**config.mk**
```make
export PLATFORM = sky130hd
export DESIGN_NAME = modport_fifo
export DESIGN_NICKNAME = d
export VERILOG_FILES = /design/src/rtl/modport_fifo_pkg.sv /design/src/rtl/modport_fifo_mem.sv /design/src/rtl/modport_fifo.sv
export SDC_FILE = /design/constraint.sdc
export NUM_CORES = 1
export LEC_CHECK = 0
export ABC_AREA = 0
export CAP_MARGIN = 0
export CELL_PAD_IN_SITES_DETAIL_PLACEMENT = 0
export CELL_PAD_IN_SITES_GLOBAL_PLACEMENT = 1
export CORE_MARGIN = 2
export CORE_UTILIZATION = 48
export CTS_CLUSTER_SIZE = 20
export DETAILED_ROUTE_END_ITERATION = 10
export PLACE_DENSITY = 0.79
export SYNTH_ARGS = -nofsm -noshare
export SYNTH_HDL_FRONTEND = slang
export SYNTH_SLANG_ARGS = --single-unit
```
**constraint.sdc**
```tcl
create_clock -name clk -period 5.69 [get_ports clk]
set_clock_uncertainty 0.05 [all_clocks]
set_input_delay 1.138 -clock clk [delete_from_list [all_inputs] [get_ports clk]]
set_output_delay 1.138 -clock clk [all_outputs]
set_load 0.02 [all_outputs]
```
**src/rtl/modport_fifo_pkg.sv**
```systemverilog
// modport_fifo shared constants and width helpers.
// Imported by the FIFO top and its storage array.
package modport_fifo_pkg;

  localparam int DEF_WIDTH = 8;
  localparam int DEF_DEPTH = 16;

  function automatic int ptr_width(input int depth);
    return $clog2(depth);
  endfunction

  // Count must represent DEPTH itself, hence depth+1.
  function automatic int cnt_width(input int depth);
    return $clog2(depth + 1);
  endfunction

endpackage

```
**src/rtl/modport_fifo_mem.sv**
```systemverilog
// modport_fifo storage: DEPTH x WIDTH register array,
// one synchronous write port and one async read port.
module modport_fifo_mem
  import modport_fifo_pkg::*;
#(
  parameter int WIDTH = DEF_WIDTH,
  parameter int DEPTH = DEF_DEPTH,
  parameter int AW    = ptr_width(DEPTH)
) (
  input  logic             clk,
  input  logic             we,
  input  logic [AW-1:0]    waddr,
  input  logic [WIDTH-1:0] wdata,
  input  logic [AW-1:0]    raddr,
  output logic [WIDTH-1:0] rdata
);

  logic [WIDTH-1:0] mem [DEPTH];

  always_ff @(posedge clk) begin
    if (we) mem[waddr] <= wdata;
  end

  assign rdata = mem[raddr];

endmodule

```
**src/rtl/modport_fifo.sv**
```systemverilog
// modport_fifo: single-clock show-ahead FIFO with
// valid/ready push and pop channels gated by sel.
module modport_fifo
  import modport_fifo_pkg::*;
#(
  parameter int WIDTH = DEF_WIDTH,
  parameter int DEPTH = DEF_DEPTH
) (
  input  logic             clk,
  input  logic             rst,
  input  logic             sel,
  input  logic             w_enable,
  input  logic [WIDTH-1:0] w_data,
  output logic             w_ready,
  output logic             r_enable,
  output logic [WIDTH-1:0] r_data,
  input  logic             r_ready
);

  localparam int PW = ptr_width(DEPTH);
  localparam int CW = cnt_width(DEPTH);

  logic [PW-1:0]    wr_ptr;
  logic [PW-1:0]    rd_ptr;
  logic [CW-1:0]    count;
  logic [WIDTH-1:0] head;
  logic             push;
  logic             pop;

  function automatic logic [PW-1:0] nxt(
    input logic [PW-1:0] p
  );
    return (p == PW'(DEPTH - 1)) ? '0 : p + 1'b1;
  endfunction

  // rst also masks the flags so they drop before the clock.
  assign w_ready  = !rst && (count != CW'(DEPTH));
  assign r_enable = !rst && (count != '0);
  assign r_data   = r_enable ? head : '0;

  assign push = sel && w_enable && w_ready;
  assign pop  = sel && r_enable && r_ready;

  always_ff @(posedge clk or posedge rst) begin
    if (rst) begin
      wr_ptr <= '0;
      rd_ptr <= '0;
      count  <= '0;
    end else begin
      if (push) wr_ptr <= nxt(wr_ptr);
      if (pop)  rd_ptr <= nxt(rd_ptr);
      if (push && !pop)
        count <= count + 1'b1;
      else if (pop && !push)
        count <= count - 1'b1;
    end
  end

  modport_fifo_mem #(
    .WIDTH (WIDTH),
    .DEPTH (DEPTH)
  ) u_mem (
    .clk   (clk),
    .we    (push),
    .waddr (wr_ptr),
    .wdata (w_data),
    .raddr (rd_ptr),
    .rdata (head)
  );

endmodule

```
==> results of run 1 <==
[cells by family after synthesis]
logic type | count (synthesis) | share of synthesized area [%]
flip-flops | 141 | 70.9
multiplexers | 53 | 15.6
AND/OR/NAND/NOR | 50 | 4.02
AO/OA/AOI/OAI | 38 | 4.13
buffers and inverters | 24 | 2.28
adder cells (fa/ha/maj) | 10 | 2.26
XOR/XNOR | 5 | 0.745
[routing by layer]
metal | up-vias | share of wire, %
met3 | 15 | 4.6
met5 | - | 0
met1 | 1533 | 46
met2 | 74 | 48
li1 | 1343 | -
met4 | 0 | 1.3
[power by group through the flow]
stage | sequential (mW) | clock (mW) | combinational, mW
6_report | 1.34 | 1.09 | 0.859
2_1_floorplan | 1.25 | 0 | 0.732
5_1_grt | 1.35 | 1.15 | 0.926
3_3_place_gp | 1.36 | 0 | 0.845
3_5_place_dp | 1.36 | 0 | 0.858
4_1_cts | 1.34 | 1.10 | 0.866
[worst max-delay path by stage]
stage / startpoint / endpoint / slack (ns)
2_1_floorplan: rst / r_data[6] / 2.19
3_3_place_gp: rst / r_data[1] / 1.66
3_5_place_dp: rst / r_data[6] / 1.59
4_1_cts: rd_ptr[0] / r_data[6] / 1.30
5_1_grt: rd_ptr[0] / r_data[6] / 1.15
6_report: rd_ptr[0] / r_data[6] / 1.34
[registers in the layout, indices dropped and copies added (netlist names)]
name / flops
count: 5
u_mem.mem: 128
rd_ptr: 4
wr_ptr: 4
[cell type report]
cell class	count	share of cell area, %
multi-input combinational	156	23.2
clock buffer	19	6.35
tap	147	2.70
clock inverter	11	2.13
sequential	141	61.1
timing repair buffer	30	4.11
inverter	7	0.385
[critical path: stages, from the launching register on]
cell and delay [ns]:
dfrtp_2 0.82, buf_4 0.46, mux4_2 0.29, a2bb2oi_1 0.21
nand3_1 0.09, a21boi_0 0.23, clkdlybuf4s50_1 0.64
[cells in the final DEF, fill, tap and decap left out, drive strengths merged, types with 10 or more instances in the layout]
cell type / count
edfxtp: 128
mux4: 28
clkdlybuf4s50: 22
clkbuf: 19
mux2i: 16
nor2: 14
nand2: 13
dfrtp: 13
a21oi: 11
o21ai: 10
[per-stage QoR]
| step | setup slack [ns] | cells | instance area (um2) |
|---|---|---|---|
| 2_1_floorplan | 2.19 | 321 | 5880 |
| 3_3_place_gp | 1.66 | 481 | 6240 |
| 3_5_place_dp | 1.59 | 481 | 6240 |
| 4_1_cts | 1.30 | 511 | 6820 |
| 5_1_grt | 1.15 | 511 | 6820 |
| 6_report | 1.34 | 511 | 6820 |
==> results_dict.tcl, run 1 <==
set metrics [dict create \
    cp.required_ns 4.50 \
    die_h_um 115 \
    rsz0062_at_grt "no" \
    place_congestion 0.776 \
    drt_wl_total_um 11300 \
    switching_power_mw 0.960 \
    seqCellArea_um2 4170 \
    hold-path-cell-count 2 \
    utilization_pct 57.0 \
    r2r_slack_ns 2.71 \
    diodes 0 \
    drive_above_1_share_pct 19.2 \
    initial_core_util_pct 49.1 \
    first_pass_iters 5 \
    clock_tree.buffer_depth 2 \
    period_minus_slack_ns 4.35 \
    drcViolationCount 0 \
    drt_iter0_drc 273 \
    cts_tree "built" \
    yosysMostFrequentCell "edfxtp_1" \
    postSynthCellCount 321 \
    p_total_mw 3.29 \
    synth_seq_cells 141 \
    p_sw_share_pct 29.2 \
    ir_drop_v 0.000188 \
    antenna_left 0 \
    r2r-start "count[0]" \
    synthFlopType "edfxtp_1" \
    h-tree-depth 4 \
    ys_warn_count 0 \
    die-area_um2 13100 \
    grt_overflow 0 \
    worstMarginPinSlew_ns 1.07 \
    cts_made_buffers 17 \
    synth_cell_types 41 \
    io_pins 23 \
    cts.sinks 141 \
    p_seq_share_pct 40.7 \
    crit_type "reg2out" \
    power_density_nw_per_um2 482 \
    rr_worst_depth 10 \
    period_share_pct 76.4 \
    status "completed" \
    use_met3_pct 5.40 \
    grtUsageMet2_pct 28.2 \
    top_usage_layer "met2" \
    arrival_ns 3.16 \
    async_flop_share_pct 9.22 \
    fmax_ghz 0.230 \
    use_met1_pct 26.5 \
    cts_setup_buffers 0 \
    antenna_found_initial 0 \
    nets 376 \
    finalHoldViolCount 0 \
    holdCritStartpoint "count[2]" \
    synth-edff-count 128 \
    hp-class "reg2reg" \
    port_buffers 22 \
    clk_latency_ns 0.41 \
    path_max_fanout 22 \
    yosys-top-cells-count "edfxtp_1, mux4_2, mux2i_1, nor2_1" \
    place_hpwl_um 6960 \
    p_int_mw 2.33 \
    cellLeakagePower_nw 2.31 \
    finalMaxSlewViolations 0 \
    vias_per_cell 5.80 \
    synth.avg_cell_area_um2 18.3 \
    synth.top_cell.area_share_pct 65.4 \
    syn_area_um2 5880 \
    grt_pass1_wl_um 17600 \
    start_kind "register" \
    fillers 904 \
    grt_start_max_net_pins 30 \
    clkPwrFrac_pct 33.2 \
    rr_endpoint "count[4]" \
    setup_tns_ns 0 \
    slew_headroom_pct 28.6 \
    seq_area_frac_synth_pct 70.9 \
    grtUsageTotal_pct 18.9 \
    rows 40 \
    combPwrFrac_pct 26.1 \
    setup-violations-final 0 \
    drv_cap 0 \
    clkTransAtPathRegs_ns 0.05 \
    die_w_um 115 \
    timing.hold.ws_ns 0.496 \
    first_global_vias 3042 \
    synthTopCellsByArea "edfxtp_1, mux4_2, dfrtp_1" \
    end_kind "output port" \
    cts_resized 0 \
    multiInputGateArea_um2 1580 \
    synth_nets 344 \
    area_delta_synth_final_pct 16.1 \
    clock-root-buffer "clkbuf_16" \
    via_count 2965 \
    synth_top_area_cell "edfxtp_1" \
    hold_path_end "count[2]" \
    ctsHoldBuffers 0 \
    drt-wirelength-per-cell_um 22.2 \
    coreArea_um2 12000 \
]
Power figures use the tool's default switching activity.
==> run 2: changes to the inputs <==
- CORE_UTILIZATION: 48 -> 47
- PLACE_DENSITY: 0.79 -> 0.81
- clock period: 5.69 -> 3.55 ns (I/O delays scaled with it)
==> run 2 against run 1 <==
Against the previous run:
- clock power is 49% higher
- global-route usage is 0.37 points higher
- highest routed layer unchanged
- routed wire length rose by 4.7%
- cell area is 2.7% higher
- clock-buffer cell count down 1
- first-iteration DRC count up 28%
- total power grew 59%
- sequential cell count unchanged
- die area increased by 2.1%
- combinational power is 83% higher
- via count is 5.9% higher
==> results_dict.tcl, run 2 (synthesis gave the netlist of run 1 again) <==
set metrics [dict create \
    status "completed" \
    cellLeakagePower_nw 2.45 \
    h-tree-depth 4 \
    ir_drop_v 0.000329 \
    ctsHoldBuffers 0 \
    via_count 3141 \
    final_area_um2 7010 \
    drt-wirelength-per-cell_um 21.4 \
    final_cell_mix "edfxtp_1, buf_4, mux4_2, clkdlybuf4s50_1, clkbuf_16" \
    io_pins 23 \
    clkPwrFrac_pct 31.0 \
    drive_above_1_share_pct 23.3 \
    clk_latency_ns 0.40 \
    final_cells 554 \
    grt_start_max_net_pins 33 \
    cts.sinks 141 \
    finalHoldViolCount 0 \
    first_global_vias 3175 \
    power_density_nw_per_um2 746 \
    vias_per_cell 5.67 \
    rows 40 \
    grt_overflow 0 \
    largestRegisters "u_mem.mem (128), count (5)" \
    period_share_pct 96.3 \
    drv_cap 0 \
    port_buffers 22 \
    area_delta_synth_final_pct 19.3 \
    path_max_fanout 7 \
    antenna_left 0 \
    grtUsageTotal_pct 19.3 \
    r2r_slack_ns 0.68 \
    clock-root-buffer "clkbuf_16" \
    drcViolationCount 0 \
    diodes 0 \
    setup_slack_ns 0.131 \
    switching_power_mw 1.55 \
    placed_area_um2 6440 \
    combPwrFrac_pct 30.0 \
    slew_headroom_pct 61.0 \
    p_int_mw 3.68 \
    nets 397 \
    first_pass_iters 5 \
    antenna_found_initial 0 \
    placed_cells 521 \
    pre_cts_slack_ns 0.321 \
    utilization_pct 57.9 \
    setup_tns_ns 0 \
    arrival_ns 2.66 \
    grt_pass1_wl_um 18200 \
    p_seq_share_pct 39.0 \
    final_common_cell "edfxtp_1" \
    worstMarginPinSlew_ns 0.583 \
    coreArea_um2 12100 \
    cts_tree "built" \
    cp.required_ns 2.79 \
    die_w_um 116 \
    setup-violations-final 0 \
    largest_reg_flops 128 \
    start_kind "register" \
    end_kind "output port" \
    regMostFlops "u_mem.mem" \
    drt_iter0_drc 349 \
    period_minus_slack_ns 3.42 \
    initial_core_util_pct 48.5 \
    hp-class "reg2reg" \
    die_h_um 116 \
    place_congestion 0.767 \
    finalMaxSlewViolations 0 \
    clock_tree.buffer_depth 2 \
    place_hpwl_um 7250 \
    fmax_ghz 0.293 \
    drt_wl_total_um 11900 \
    crit_type "reg2out" \
    cts_made_buffers 17 \
    die-area_um2 13400 \
    clkTransAtPathRegs_ns 0.06 \
    rsz0062_at_grt "no" \
    p_sw_share_pct 29.7 \
]
-- run 2: changes by cell type in the layout (fill, tap and decap cells not counted) --
cell,delta
nor3_2,-2
clkinvlp_4,+2
dlymetal6s2s_1,+3
bufinv_16,-2
buf_12,+3
clkdlybuf4s50_1,-3
clkinv_1,+1
clkbuf_1,-1
nor3_1,+2
clkinv_2,-1
inv_6,+2
buf_4,+18
-- run 2: metrics by stage --
stage                     total power, mW  hold WS [ns]
after floorplan                      3.18         0.450
after global placement               3.61         0.476
after detailed placement             3.63         0.497
after CTS                            5.27         0.514
after global routing                 5.48         0.546
final                                5.23         0.516
-- run 2: power by group through the flow --
stage          logic, mW  clock network (mW)  registers, mW
3_5_place_dp        1.55                   0           2.08
2_1_floorplan       1.17                   0           2.01
6_report            1.57                1.62           2.04
4_1_cts             1.59                1.64           2.04
3_3_place_gp        1.53                   0           2.08
5_1_grt             1.71                1.71           2.06
-- run 2: per-layer routing --
layer	up-vias	part of all wire (%)	track usage, %	routed length (um)
met3	14	4.6	4.13	549
met1	1632	44	27.0	5220
met5	-	0	0	0
met4	0	1.3	6.67	150
met2	108	50	30.4	5940
li1	1387	-	-	-
-- run 2: what timing repair did --
action | CTS | global route
buffers inserted | 2 | 0
resized for setup | 0 | 3
setup endpoints to repair | 2 | 3
-- run 2: final cells by class --
cell class,instances,area (um2)
inverter,7,26.3
tap,168,210
clock buffer,18,429
multi-input combinational,156,1570
sequential,141,4170
fill,958,5100
clock inverter,13,116
timing repair buffer,51,483
-- run 2: worst max-delay path: stages (launching register included) --
cell and delay (ns):
dfrtp_2 0.45, buf_4 0.23, mux4_2 0.51, mux2_2 0.27, o21ai_1 0.16, a21oi_1 0.08
clkdlybuf4s50_1 0.56
-- run 2: final timing paths --
| check | endpoint | startpoint | depth (start not counted) |
|---|---|---|---|
| worst max-delay path | r_data[4] | rd_ptr[0] | 6 |
| worst min-delay path | count[2] | count[2] | 2 |
| worst max register to register | count[4] | count[0] | 10 |
| worst min register to register | count[2] | count[2] | 2 |
| max in group asynchronous | rd_ptr[0] | rst | 2 |
| min in group asynchronous | wr_ptr[3] | rst | 2 |
==> run 3: changes to the inputs <==
--- a/config.mk
+++ b/config.mk
@@ -14,5 +14,7 @@
 export CTS_CLUSTER_SIZE = 20
 export DETAILED_ROUTE_END_ITERATION = 10
+export HOLD_SLACK_MARGIN = 0.05
 export PLACE_DENSITY = 0.81
+export SLEW_MARGIN = 10
 export SYNTH_ARGS = -nofsm -noshare
 export SYNTH_HDL_FRONTEND = slang
==> constraint.sdc (replaced) <==
create_clock -name clk -period 3.55 [get_ports clk]
set_clock_uncertainty 0.05 [all_clocks]
set_input_delay 0.8875 -clock clk [delete_from_list [all_inputs] [get_ports clk]]
set_output_delay 0.8875 -clock clk [all_outputs]
set_load 0.02 [all_outputs]
==> run 3 against run 2 <==
Against the previous run:
- cell count up 1.6%
- total power up 4.0%
- first-iteration DRC count is 13% lower
- cell area up 1.7%
- clock power is 12% higher
==> results_dict.tcl, run 3 (synthesis gave the netlist of run 1 again) <==
set metrics [dict create \
    start_kind "register" \
    initial_core_util_pct 48.5 \
    timing.hold.ws_ns 0.509 \
    crit_type "reg2out" \
    r2r_slack_ns 0.75 \
    final_common_cell "edfxtp_1" \
    p_total_mw 5.43 \
    cts.sinks 141 \
    drcViolationCount 0 \
    setup_tns_ns 0 \
    ir_drop_v 0.000380 \
    fillers 924 \
    clock_tree.buffer_depth 2 \
    regMostFlops "u_mem.mem" \
    drt_wl_total_um 12300 \
    nets 405 \
    cts_tree "built" \
    first_global_vias 3162 \
    finalMaxSlewViolations 0 \
    multiInputGateArea_um2 1570 \
    status "completed" \
    period_share_pct 95.9 \
    finalHoldViolCount 0 \
    clkTransAtPathRegs_ns 0.06 \
    setup-violations-final 0 \
    die-area_um2 13400 \
    fmax_ghz 0.294 \
    largest_reg_flops 128 \
    arrival_ns 2.47 \
    rows 40 \
    rr_endpoint "count[4]" \
    place_congestion 0.784 \
    cp.required_ns 2.61 \
    worstMarginPinSlew_ns 0.590 \
    grt_start_max_net_pins 33 \
    drt-wirelength-per-cell_um 21.8 \
    drv_cap 0 \
    largestRegisters "u_mem.mem (128), count (5)" \
    crit_end "r_data[1]" \
    slowest_stage "mux4_1" \
    path_cells "buf_4 > mux4_1 > mux2_2 > o21ai_1 > a21oi_1 > dlygate4sd2_1" \
    rsz0062_at_grt "no" \
    vias_per_cell 5.52 \
    placed_area_um2 6510 \
    r2r-start "count[0]" \
    port_buffers 22 \
    io_pins 23 \
    cellLeakagePower_nw 2.53 \
    end_kind "output port" \
    seqCellArea_um2 4170 \
    die_w_um 116 \
    coreArea_um2 12100 \
    slowest_delay_ns 0.59 \
    h-tree-depth 4 \
    first_pass_iters 4 \
    grt_overflow 0 \
    power_density_nw_per_um2 763 \
    hp-class "reg2reg" \
    antenna_found_initial 0 \
    final_area_um2 7130 \
    critical_path.startpoint "rd_ptr[0]" \
    antenna_left 0 \
    hold-path-cell-count 2 \
    via_count 3110 \
    drt_iter0_drc 304 \
    final_cell_mix "edfxtp_1, buf_4, mux4_2, clkbuf_16, mux2i_1" \
    clk_latency_ns 0.41 \
    diodes 0 \
    slew_headroom_pct 60.6 \
    path_max_fanout 5 \
    place_hpwl_um 7610 \
    rr_worst_depth 10 \
    area_delta_synth_final_pct 21.2 \
    grtUsageTotal_pct 20.0 \
    die_h_um 116 \
    grt_pass1_wl_um 18900 \
    cts_made_buffers 17 \
    period_minus_slack_ns 3.40 \
    drive_above_1_share_pct 25.6 \
    clock-root-buffer "clkbuf_16" \
]
## run 3: changes by cell type in the layout (fill, tap and decap cells not counted), moves of 2 or more
| cell | before | now |
|---|---|---|
| clkdlybuf4s50_1 | 19 | 14 |
| clkinvlp_4 | 4 | 2 |
| clkinv_4 | 2 | 4 |
| bufinv_16 | 1 | 3 |
| buf_4 | 26 | 34 |
| dlygate4sd2_1 | 0 | 6 |
## run 3: final cells by class
class / count / area share, %
Clock inverter: 15 / 2.62
Tap cell: 168 / 2.95
Multi-Input combinational cell: 156 / 22.1
Clock buffer: 17 / 5.97
Inverter: 7 / 0.369
Sequential cell: 141 / 58.5
Timing Repair Buffer: 59 / 7.48
## run 3: critical path, delay by kind of cell, from the launching register on
kind,cells,cell delay (ns)
DFF,1,0.43
buffers and inverters,2,0.52
muxes,2,0.92
AOI/OAI and AO/OA,2,0.18
## run 3: what timing repair did
| action | CTS | global route |
|---|---|---|
| resized for setup | 6 | 2 |
| hold buffers | 0 | 0 |
| buffers inserted | 1 | 0 |
| endpoints found under the setup margin | 7 | 2 |
## run 3: worst min path at each step
| stage | startpoint | slack, ns | endpoint |
|---|---|---|---|
| after floorplan | count[2] | 0.45 | count[2] |
| after global placement | count[2] | 0.47 | count[2] |
| after detailed placement | count[2] | 0.50 | count[2] |
| after CTS | count[2] | 0.51 | count[2] |
| after global routing | count[2] | 0.57 | count[2] |
| final | count[2] | 0.51 | count[2] |
## run 3: power breakdown
| part | total [mW] | leakage [nW] | switching, mW | internal, mW |
|---|---|---|---|---|
| sequential | 2.07 | 1.31 | 0.148 | 1.92 |
| clock | 1.81 | 0.294 | 0.697 | 1.12 |
| combinational | 1.56 | 0.930 | 0.760 | 0.796 |
| total | 5.43 | 2.53 | 1.61 | 3.83 |
## run 3: through the flow
step,cells,worst slack (ns),utilization (%)
6_report,563,0.146,58.8
5_1_grt,563,0.0419,58.8
4_1_cts,563,0.0192,58.8
3_5_place_dp,530,0.0871,53.7
3_3_place_gp,530,0.136,53.7
2_1_floorplan,321,0.553,-
## run 3: per-layer routing
metal | track usage (%) | share of wire, %
met1 | 26.6 | 42
met5 | 0 | 0
met4 | 7.62 | 2.2
met2 | 31.4 | 50
met3 | 6.43 | 6.2
